==> src/rtl/lut_tt_pkg.sv <==
// Shared types and sizes for the LUT truth-table capture block.
package lut_tt_pkg;

  localparam int PAT_W    = 4;
  localparam int TT_DEPTH = 16;

  typedef logic [1:0] state_t;

  localparam state_t IDLE = 2'd0;
  localparam state_t RUN  = 2'd1;
  localparam state_t DONE = 2'd2;

  // A counter that only ever holds 0 still needs one bit.
  function automatic int settle_cnt_width(input int settle);
    return (settle > 1) ? $clog2(settle) : 1;
  endfunction

endpackage

==> src/rtl/lut_tt_capture_settle_timer.sv <==
// Settle counter: counts enabled cycles and wraps to zero after SETTLE of them.
module settle_timer
  import lut_tt_pkg::*;
#(
  parameter int SETTLE = 1,
  localparam int W = settle_cnt_width(SETTLE)
) (
  input  logic         clk,
  input  logic         rst,
  input  logic         clear,
  input  logic         en,
  output logic [W-1:0] count,
  output logic         tc
);

  assign tc = en && (count == W'(SETTLE - 1));

  always_ff @(posedge clk) begin
    if (rst || clear) begin
      count <= '0;
    end else if (en) begin
      if (tc) count <= '0;
      else    count <= count + W'(1);
    end
  end

endmodule

==> src/rtl/lut_tt_capture.sv <==
// Sweeps x_out over all 16 patterns, samples y_in into truth_table after SETTLE cycles each.
// Optional macro LUT_TT_COMPARE_EN adds the registered compare against the latched expected table.
module lut_tt_capture
  import lut_tt_pkg::*;
#(
  parameter int SETTLE = 1
) (
  input  logic                clk,
  input  logic                rst,
  input  logic                start,
  output logic [PAT_W-1:0]    x_out,
  input  logic                y_in,
  input  logic [TT_DEPTH-1:0] expected,
  output logic                busy,
  output logic                done,
  output logic [TT_DEPTH-1:0] truth_table,
  output logic                pass
);

  localparam int CNT_W = settle_cnt_width(SETTLE);

  state_t           state;
  logic             accept;
  logic             sample;
  logic             last_pat;
  logic [CNT_W-1:0] unused_count;

  assign accept   = start && (state != RUN);
  assign last_pat = (x_out == PAT_W'(TT_DEPTH - 1));
  assign busy     = (state == RUN);
  assign done     = (state == DONE);

  settle_timer #(.SETTLE(SETTLE)) u_timer (
    .clk   (clk),
    .rst   (rst),
    .clear (accept),
    .en    (busy),
    .count (unused_count),
    .tc    (sample)
  );

  always_ff @(posedge clk) begin
    if (rst) begin
      state       <= IDLE;
      x_out       <= '0;
      truth_table <= '0;
    end else if (accept) begin
      state       <= RUN;
      x_out       <= '0;
      truth_table <= '0;
    end else if (busy && sample) begin
      truth_table[x_out] <= y_in;
      if (last_pat) state <= DONE;
      else          x_out <= x_out + PAT_W'(1);
    end
  end

`ifdef LUT_TT_COMPARE_EN
  logic [TT_DEPTH-1:0] exp_q;

  // Bit 15 is still being written on the final sample, so splice y_in in for the compare.
  always_ff @(posedge clk) begin
    if (rst) begin
      pass  <= 1'b0;
      exp_q <= '0;
    end else if (accept) begin
      pass  <= 1'b0;
      exp_q <= expected;
    end else if (busy && sample && last_pat) begin
      pass <= ({y_in, truth_table[TT_DEPTH-2:0]} == exp_q);
    end
  end
`else
  logic unused_expected;

  assign unused_expected = ^expected;
  assign pass            = 1'b0;
`endif

endmodule

==> config.mk <==
export PLATFORM = sky130hd
export DESIGN_NAME = lut_tt_capture
export DESIGN_NICKNAME = d
export VERILOG_FILES = /design/src/rtl/lut_tt_pkg.sv /design/src/rtl/lut_tt_capture_settle_timer.sv /design/src/rtl/lut_tt_capture.sv
export SDC_FILE = /design/constraint.sdc
export NUM_CORES = 1
export LEC_CHECK = 0
export CAP_MARGIN = 20
export CORE_MARGIN = 2
export CORE_UTILIZATION = 37
export CTS_BUF_LIST = sky130_fd_sc_hd__clkbuf_8
export CTS_CLUSTER_SIZE = 14
export DETAILED_ROUTE_END_ITERATION = 10
export PLACE_DENSITY = 0.64
export SLEW_MARGIN = 20
export SYNTH_ARGS = -nofsm -noshare
export SYNTH_HDL_FRONTEND = slang
export SYNTH_HIERARCHICAL = 1
export SYNTH_SLANG_ARGS = --single-unit
==> constraint.sdc <==
create_clock -name clk -period 5.8 [get_ports clk]
set_clock_uncertainty 0.05 [all_clocks]
set_input_delay 1.16 -clock clk [delete_from_list [all_inputs] [get_ports clk]]
set_output_delay 1.16 -clock clk [all_outputs]
set_load 0.005 [all_outputs]
After elaboration in Yosys (flattened, before gate mapping)
Index checks and enable logic that the tools add are counted. W data, S select, Z words.

Bits in registers: 23.

Add/sub/neg operators: 2. Reductions and logical operators: 11. Magnitude comparators: 2. Equal/unequal tests: 4. Bitwise gates (word level): 2. Multiplexer cells: 7.

Operator list (number): $bwmux W16 (1); $reduce_and A2 Y1 (3); $lt A4 B5 Y1 const B (1); $mux W1 (5); $add A4 B1 Y4 const B (1); $demux W1 S4 (1); $eq A4 B4 Y1 const B (1); $ge A4 B1 Y1 const B (1); $logic_and A1 B1 Y1 (4); $reduce_bool A2 Y1 (2); $eq A2 B1 Y1 const B (1); $eq A2 B2 Y1 const B (1); $ne A2 B1 Y1 const B (1); $not A1 Y1 (2); $reduce_or A2 Y1 (1); $add A1 B1 Y1 const B (1); $logic_or A1 B1 Y1 (1).

Longest topological paths before layout
Gate-level depths: netlist of run 1.

Word-level depth: 5. Mapped depth: 7.

Modules after synthesis
Netlist of run 1, hierarchy kept.

By module, submodules not included: lut_tt_capture (times used 1, cells each 117, area each 1137.3 um2, seq. area each 440.4 um2); settle_timer (times used 1, cells each 3, area each 41.3 um2, seq. area each 20.0 um2).

Worst setup path after synthesis of run 1
Ideal clock, no wire load.

Path kind: input -> register. From: input port start. To: register u_timer.count. Required time: 5.663 ns. Path slack: 3.760 ns. Cell stages on the path: 5. Path buffers: 2. Arrival: 1.902 ns. Cell sequence: inv_1 -> buf_2 -> buf_2 -> nor2_1 -> nor4b_2.

Cells in the longest elaborated chain, start to end: 2.

Ends and longest elaborated chain: start: declaration (line lut_tt_capture.sv:10) `input logic start,`; $logic_and A1 B1 Y1 (line lut_tt_capture.sv:28) `assign accept = start && (state != RUN);`; via accept (line lut_tt_capture.sv:23) `logic accept;`; $logic_or A1 B1 Y1 (line lut_tt_capture_settle_timer.sv:19) `if (rst || clear) begin`; end signal: assignment (line lut_tt_capture_settle_timer.sv:23) `else count <= count + W'(1);`; end: declaration (line lut_tt_capture_settle_timer.sv:12) `output logic [W-1:0] count,`.

The timed path passes the listed nets, and every way through them passes these cells. A chain may end at the register's enable or synchronous reset.

Final worst setup path of run 1
From: register state[0]. To: output port busy.

Cells in the longest elaborated chain, start to end: 1.

Ends and longest elaborated chain: start: declaration (line lut_tt_capture.sv:22) `state_t state;`; start signal: assignment (line lut_tt_capture.sv:44) `state <= IDLE;`; start signal: assignment (line lut_tt_capture.sv:48) `state <= RUN;`; start signal: assignment (line lut_tt_capture.sv:53) `if (last_pat) state <= DONE;`; $eq A2 B1 Y1 (line lut_tt_capture.sv:30) `assign busy = (state == RUN);`; end: declaration (line lut_tt_capture.sv:14) `output logic busy,`.

No other way between the ends.

==> reports/metrics.cfg, run 1 <==
[synth]
ys_seq_area_frac=0.391
synthAdderAreaFrac=0.0425
synth_top_area_share=0.391
synthCells=120
netlist_area_sq_um=1180
synthXorXnorAreaFrac=0
avgSynthCellArea_sq_um=9.82
synth_top_cell_by_area=dfxtp_1
synthesis.nets=144
synth-compound-area-share=0.163
synth-seq-cells=23
synth.area.top_cells=dfxtp_1, mux2i_1, o211ai_1, ha_1, nand2_1
yosysWarnings=6
synth_top_family_by_area=simple AND/OR/NAND/NOR gates
yosys-mux-area-fraction=0.136
yosys.area_share.simple=0.188
synthDistinctLibCells=32

[drt]
first_pass_iters=4
drtAntennaViolNets=0
wl_per_cell_um=13.7
vias_per_cell=5.12
first_iter_violations=32
vias=948
wl_um=2540
drc=0

[clock_network]
insertion_delay_ps=260
root_buffer=clkbuf_8
clk_pin_slew_ps=80
clk_path_buf_depth=2
cts_max_level=1
hold_buffers=0
cts.sinks=23
cts_tree=done
cts_resized=0
postCtsSetupBuffers=0
numCtsBuffers=3

[worst_setup_path]
path_class=flop to primary output
start_kind=flop
critPathSlowestCell=clkdlybuf4s50_1
crit_arrival_ps=1940
slowest_delay_ps=630
worstPathMaxFanout=27
cp.buffers_inverters=1
cp-end-kind=primary output
cp_top_family=buffers and inverters
required_ps=4590
worstPathCellList=nor2b_4 -> clkdlybuf4s50_1

[die]
die_x_um=60.4
die_h_um=60.4
core-area_sq_um=3050
initial_core_util=0.386
die_area_sq_um=3650
rows=20
ios=43

[hold_path]
hp-class=flop to flop

[timing]
min_period_ps=3150
rsz0062_at_grt=no
fin_tns_setup_ps=0
min_period_over_period=0.542
relSlewSlack=0.565
whs_ps=448
tightestPinTransition_ps=651
drv_slew=0
fmax_mhz=318
finalHoldViolations=0
setup_viol=0

[run_status]
status=finished clean

[cells_and_area]
fill_cells=316
multiInputGateArea_sq_um=628
insertedDiodeCount=0
final_common_cell=clkdlybuf4s50_1
syn_to_final_growth_pct=23.8
register_area_sq_um=460
layout.cells.most_common_list=clkdlybuf4s50_1, dfxtp_1, o211ai_1, mux2i_1, nand2_1
drive_above_1_share=0.0567
nets=166

[place]
post-dp-hpwl_um=1730
place.gp.congestion=0.716
io_buffers=25

[power_and_ir_drop]
p_switching_mw=0.0742
clock_power_share=0.347
p_int_mw=0.216
vdd_drop_max_v=0.0000747
seqPwrFrac=0.554
p_per_area_nw_per_um2=199
swShare=0.255
p_leak_nw=0.581
combPwrFrac=0.099
p_total_mw=0.291

[global_route]
grt_max_degree=28
grt_pass1_vias=970
grt_pass1_wl_um=4340
gr-total-overflow=0
grt_antenna_before_repair=0
track_usage=0.159

[flow_run]
drv_cap=0

-- final timing paths --
| check | from | end | slack, ps | depth (start not counted) |
|---|---|---|---|---|
| worst min-delay path | truth_table[12] | truth_table[12] | 450 | 2 |
| worst max-delay path | state[0] | busy | 2650 | 2 |
| worst min register to register | truth_table[12] | truth_table[12] | 450 | 2 |
| worst max register to register | state[0] | state[0] | 3320 | 5 |
-- layout make-up --
class                           count  area share
Clock buffer                        3      0.0283
Clock inverter                      1     0.00343
Inverter                            5      0.0129
Multi-Input combinational cell     84       0.431
Sequential cell                    23       0.316
Tap cell                           44      0.0377
Timing Repair Buffer               25       0.172
-- cell usage after synthesis --
library cell,instances
inv_1,4
nor2b_1,3
o21ai_0,3
dfxtp_1,23
and2_1,1
clkinv_1,1
o31ai_1,1
nor3_1,1
nor3b_1,1
and3_1,1
nand3b_1,1
and4b_1,3
nand4_1,4
or3b_1,1
a21oi_1,4
buf_6,2
mux2i_1,16
nor2b_4,1
buf_12,1
buf_4,2
o211ai_4,1
ha_1,4
a31o_2,1
buf_2,2
o211ai_1,16
nand2_1,12
clkbuf_1,1
or3_1,2
conb_1,1
nand3_1,1
nor4b_2,1
nor2_1,4
-- stage by stage --
step	area (sq um)	setup slack, ps	util	cells
2_1_floorplan	1180	3760	-	120
3_3_place_gp	1410	2860	0.463	181
3_5_place_dp	1410	2820	0.463	181
4_1_cts	1460	2660	0.478	185
5_1_grt	1460	2570	0.478	185
6_report	1460	2650	0.478	185
-- power groups by stage --
stage | combinational, mW | clock (mW) | sequential (mW)
after global placement | 0.0281 | 0 | 0.165
final | 0.0288 | 0.101 | 0.161
after CTS | 0.0290 | 0.105 | 0.161
after detailed placement | 0.0288 | 0 | 0.165
after floorplan | 0.0264 | 0 | 0.164
after global routing | 0.0316 | 0.109 | 0.161
-- flip-flops by register name, summed over array words and instances (netlist names) --
signal / cells
x_out: 4
state: 2
truth_table: 16
u_timer/count: 1
-- tightest hold or removal path, stage by stage (launching register included) --
cell and delay (ps):
dfxtp_1 310, o211ai_1 70, mux2i_1 70
-- metal layers --
layer	vias up	wire length, um	track usage
met4	0	48	0.0839
li1	483	-	-
met5	-	0	0
met1	441	1260	0.206
met3	4	69	0.0128
met2	20	1170	0.264
-- logic make-up (layout without fill, tap and decap cells) --
family / after synthesis / after routing
fa+ha+maj: 4 / 4
buf+inv: 13 / 34
compound gates: 26 / 26
other cells: 1 / 1
mux: 16 / 16
flops: 23 / 23
simple gates: 37 / 37
(Power assumes the default switching activity.)
==> inputs of run 2 (changes only) <==
--- a/config.mk
+++ b/config.mk
@@ -11,7 +11,7 @@
 export CTS_BUF_LIST = sky130_fd_sc_hd__clkbuf_8
 export CTS_CLUSTER_SIZE = 14
 export DETAILED_ROUTE_END_ITERATION = 10
-export PLACE_DENSITY = 0.64
+export PLACE_DENSITY = 0.67
 export SLEW_MARGIN = 20
 export SYNTH_ARGS = -nofsm -noshare
 export SYNTH_HDL_FRONTEND = slang
==> constraint.sdc (replaced) <==
create_clock -name clk -period 2.65 [get_ports clk]
set_clock_uncertainty 0.05 [all_clocks]
set_input_delay 0.53 -clock clk [delete_from_list [all_inputs] [get_ports clk]]
set_output_delay 0.53 -clock clk [all_outputs]
set_load 0.005 [all_outputs]
==> reports/metrics.cfg, run 2 (synthesized netlist as in run 1, its figures left out) <==
[run_status]
status=finished clean

[global_route]
grt_pass1_wl_um=4200  ; -3.3%
track_usage=0.153  ; -0.00609
grt_max_degree=17  ; -39%
gr-total-overflow=0  ; unchanged
grt_antenna_before_repair=0  ; unchanged
grt_pass1_vias=902  ; -7.0%

[cells_and_area]
syn_to_final_growth_pct=26.3
multiInputGateArea_sq_um=628  ; unchanged
post-route-util=0.488  ; +0.00984
largest_register_ff_count=16  ; unchanged
drive_above_1_share=0.0828  ; +0.0260
reg_top3=truth_table (16), x_out (4), state (2)
fill_cells=314  ; -0.63%
insertedDiodeCount=0  ; unchanged
register_area_sq_um=460  ; unchanged
final_common_cell=clkdlybuf4s50_1
layout.cells.most_common_list=clkdlybuf4s50_1, dfxtp_1, o211ai_1, mux2i_1, nand2_1
top_register=truth_table
nets=170  ; +2.4%

[timing]
drv_slew=0  ; unchanged
min_period_over_period=0.852
fin_ws_ps=392  ; -2260 ps
finalHoldViolations=0  ; unchanged
rsz0062_at_grt=no
relSlewSlack=0.548  ; -0.0165
fin_tns_setup_ps=0  ; unchanged
tightestPinTransition_ps=670  ; +19.1 ps
whs_ps=450  ; +1.77 ps
min_period_ps=2260
setup_viol=0  ; unchanged
fmax_mhz=443

[power_and_ir_drop]
p_int_mw=0.479  ; +120%
p_total_mw=0.642  ; +120%
p_switching_mw=0.162  ; +120%
clock_power_share=0.338  ; -0.009
p_per_area_nw_per_um2=431  ; +120%
p_leak_nw=0.600  ; +3.4%
combPwrFrac=0.112  ; +0.013
swShare=0.253  ; -0.00238
seqPwrFrac=0.550  ; -0.004
vdd_drop_max_v=0.000203  ; +170%

[drt]
wl_um=2560  ; +0.91%
wl_per_cell_um=13.6  ; -1.2%
first_pass_iters=4  ; unchanged
drc=0  ; unchanged
first_iter_violations=25  ; -22%
vias_per_cell=5.13  ; +0.16%
drtAntennaViolNets=0  ; unchanged
vias=970  ; +2.3%

[flow_run]
drv_cap=0  ; unchanged

[clock_network]
cts_tree=done
cts.sinks=23  ; unchanged
hold_buffers=0  ; unchanged
root_buffer=clkbuf_8
clk_pin_slew_ps=80  ; about the same
cts_max_level=1  ; unchanged
postCtsSetupBuffers=0  ; unchanged
insertion_delay_ps=260  ; about the same
clk_path_buf_depth=2  ; unchanged
numCtsBuffers=3  ; unchanged
cts_resized=0  ; unchanged

[worst_setup_path]
required_ps=2070  ; -2520 ps
crit_arrival_ps=1680  ; -260 ps
path_class=flop to primary output
cp-end-kind=primary output
start_kind=flop
worstPathMaxFanout=14  ; -48%

[place]
post-dp-hpwl_um=1870  ; +8.3%
dp_slack_ps=486  ; -2340 ps
io_buffers=25  ; unchanged
place.gp.congestion=0.735  ; +2.7%

[die]
die_area_sq_um=3650  ; unchanged
rows=20  ; unchanged
die_x_um=60.4  ; unchanged
ios=43  ; unchanged
initial_core_util=0.386  ; unchanged
core-area_sq_um=3050  ; unchanged
die_h_um=60.4  ; unchanged

[hold_path]
hp-class=flop to flop

-- run 2: cell count changes in the layout (fill, tap and decap cells not counted), sizes merged --
| cell | change |
|---|---|
| buf | +4 |
-- run 2: metrics by stage --
| step | std cells | instance area [sq um] |
|---|---|---|
| floorplan | 120 | 1180 |
| global placement | 185 | 1440 |
| finish | 189 | 1490 |
| global route | 189 | 1490 |
| CTS | 189 | 1490 |
| detailed placement | 185 | 1440 |
-- run 2: final timing paths --
path	end	depth (start not counted)	slack, ps	start
max	busy	2	390	state[0]
min	truth_table[6]	2	450	truth_table[6]
max reg2reg	state[0]	5	500	state[0]
min reg2reg	truth_table[6]	2	450	truth_table[6]
-- run 2: power by group through the flow --
stage                     logic, mW  registers [mW]  clock network, mW
final                        0.0716           0.353              0.217
after global routing         0.0781           0.354              0.242
after CTS                    0.0710           0.353              0.224
after detailed placement     0.0710           0.361                  0
after global placement       0.0692           0.360                  0
after floorplan              0.0577           0.360                  0
-- run 2: critical path, stage by stage (launching register included) --
cell             delay (ps)
dfxtp_1                 450
nor2b_4                 380
clkdlybuf4s50_1         580
-- run 2: cell type report --
class,instances,share of cell area
clock buffers,3,0.0277
clock inverters,1,0.00336
inverters,5,0.0126
multi-input cells,84,0.422
flip-flops and latches,23,0.309
well taps,44,0.0370
repair buffers,29,0.188
-- run 2: routing by layer --
layer	part of all wire	routed length, um	up-vias	track usage
met4	0.011	27	0	0.0652
met1	0.49	1260	460	0.217
met5	0	0	-	0
li1	-	-	483	-
met2	0.46	1190	25	0.234
met3	0.036	91	2	0.0192
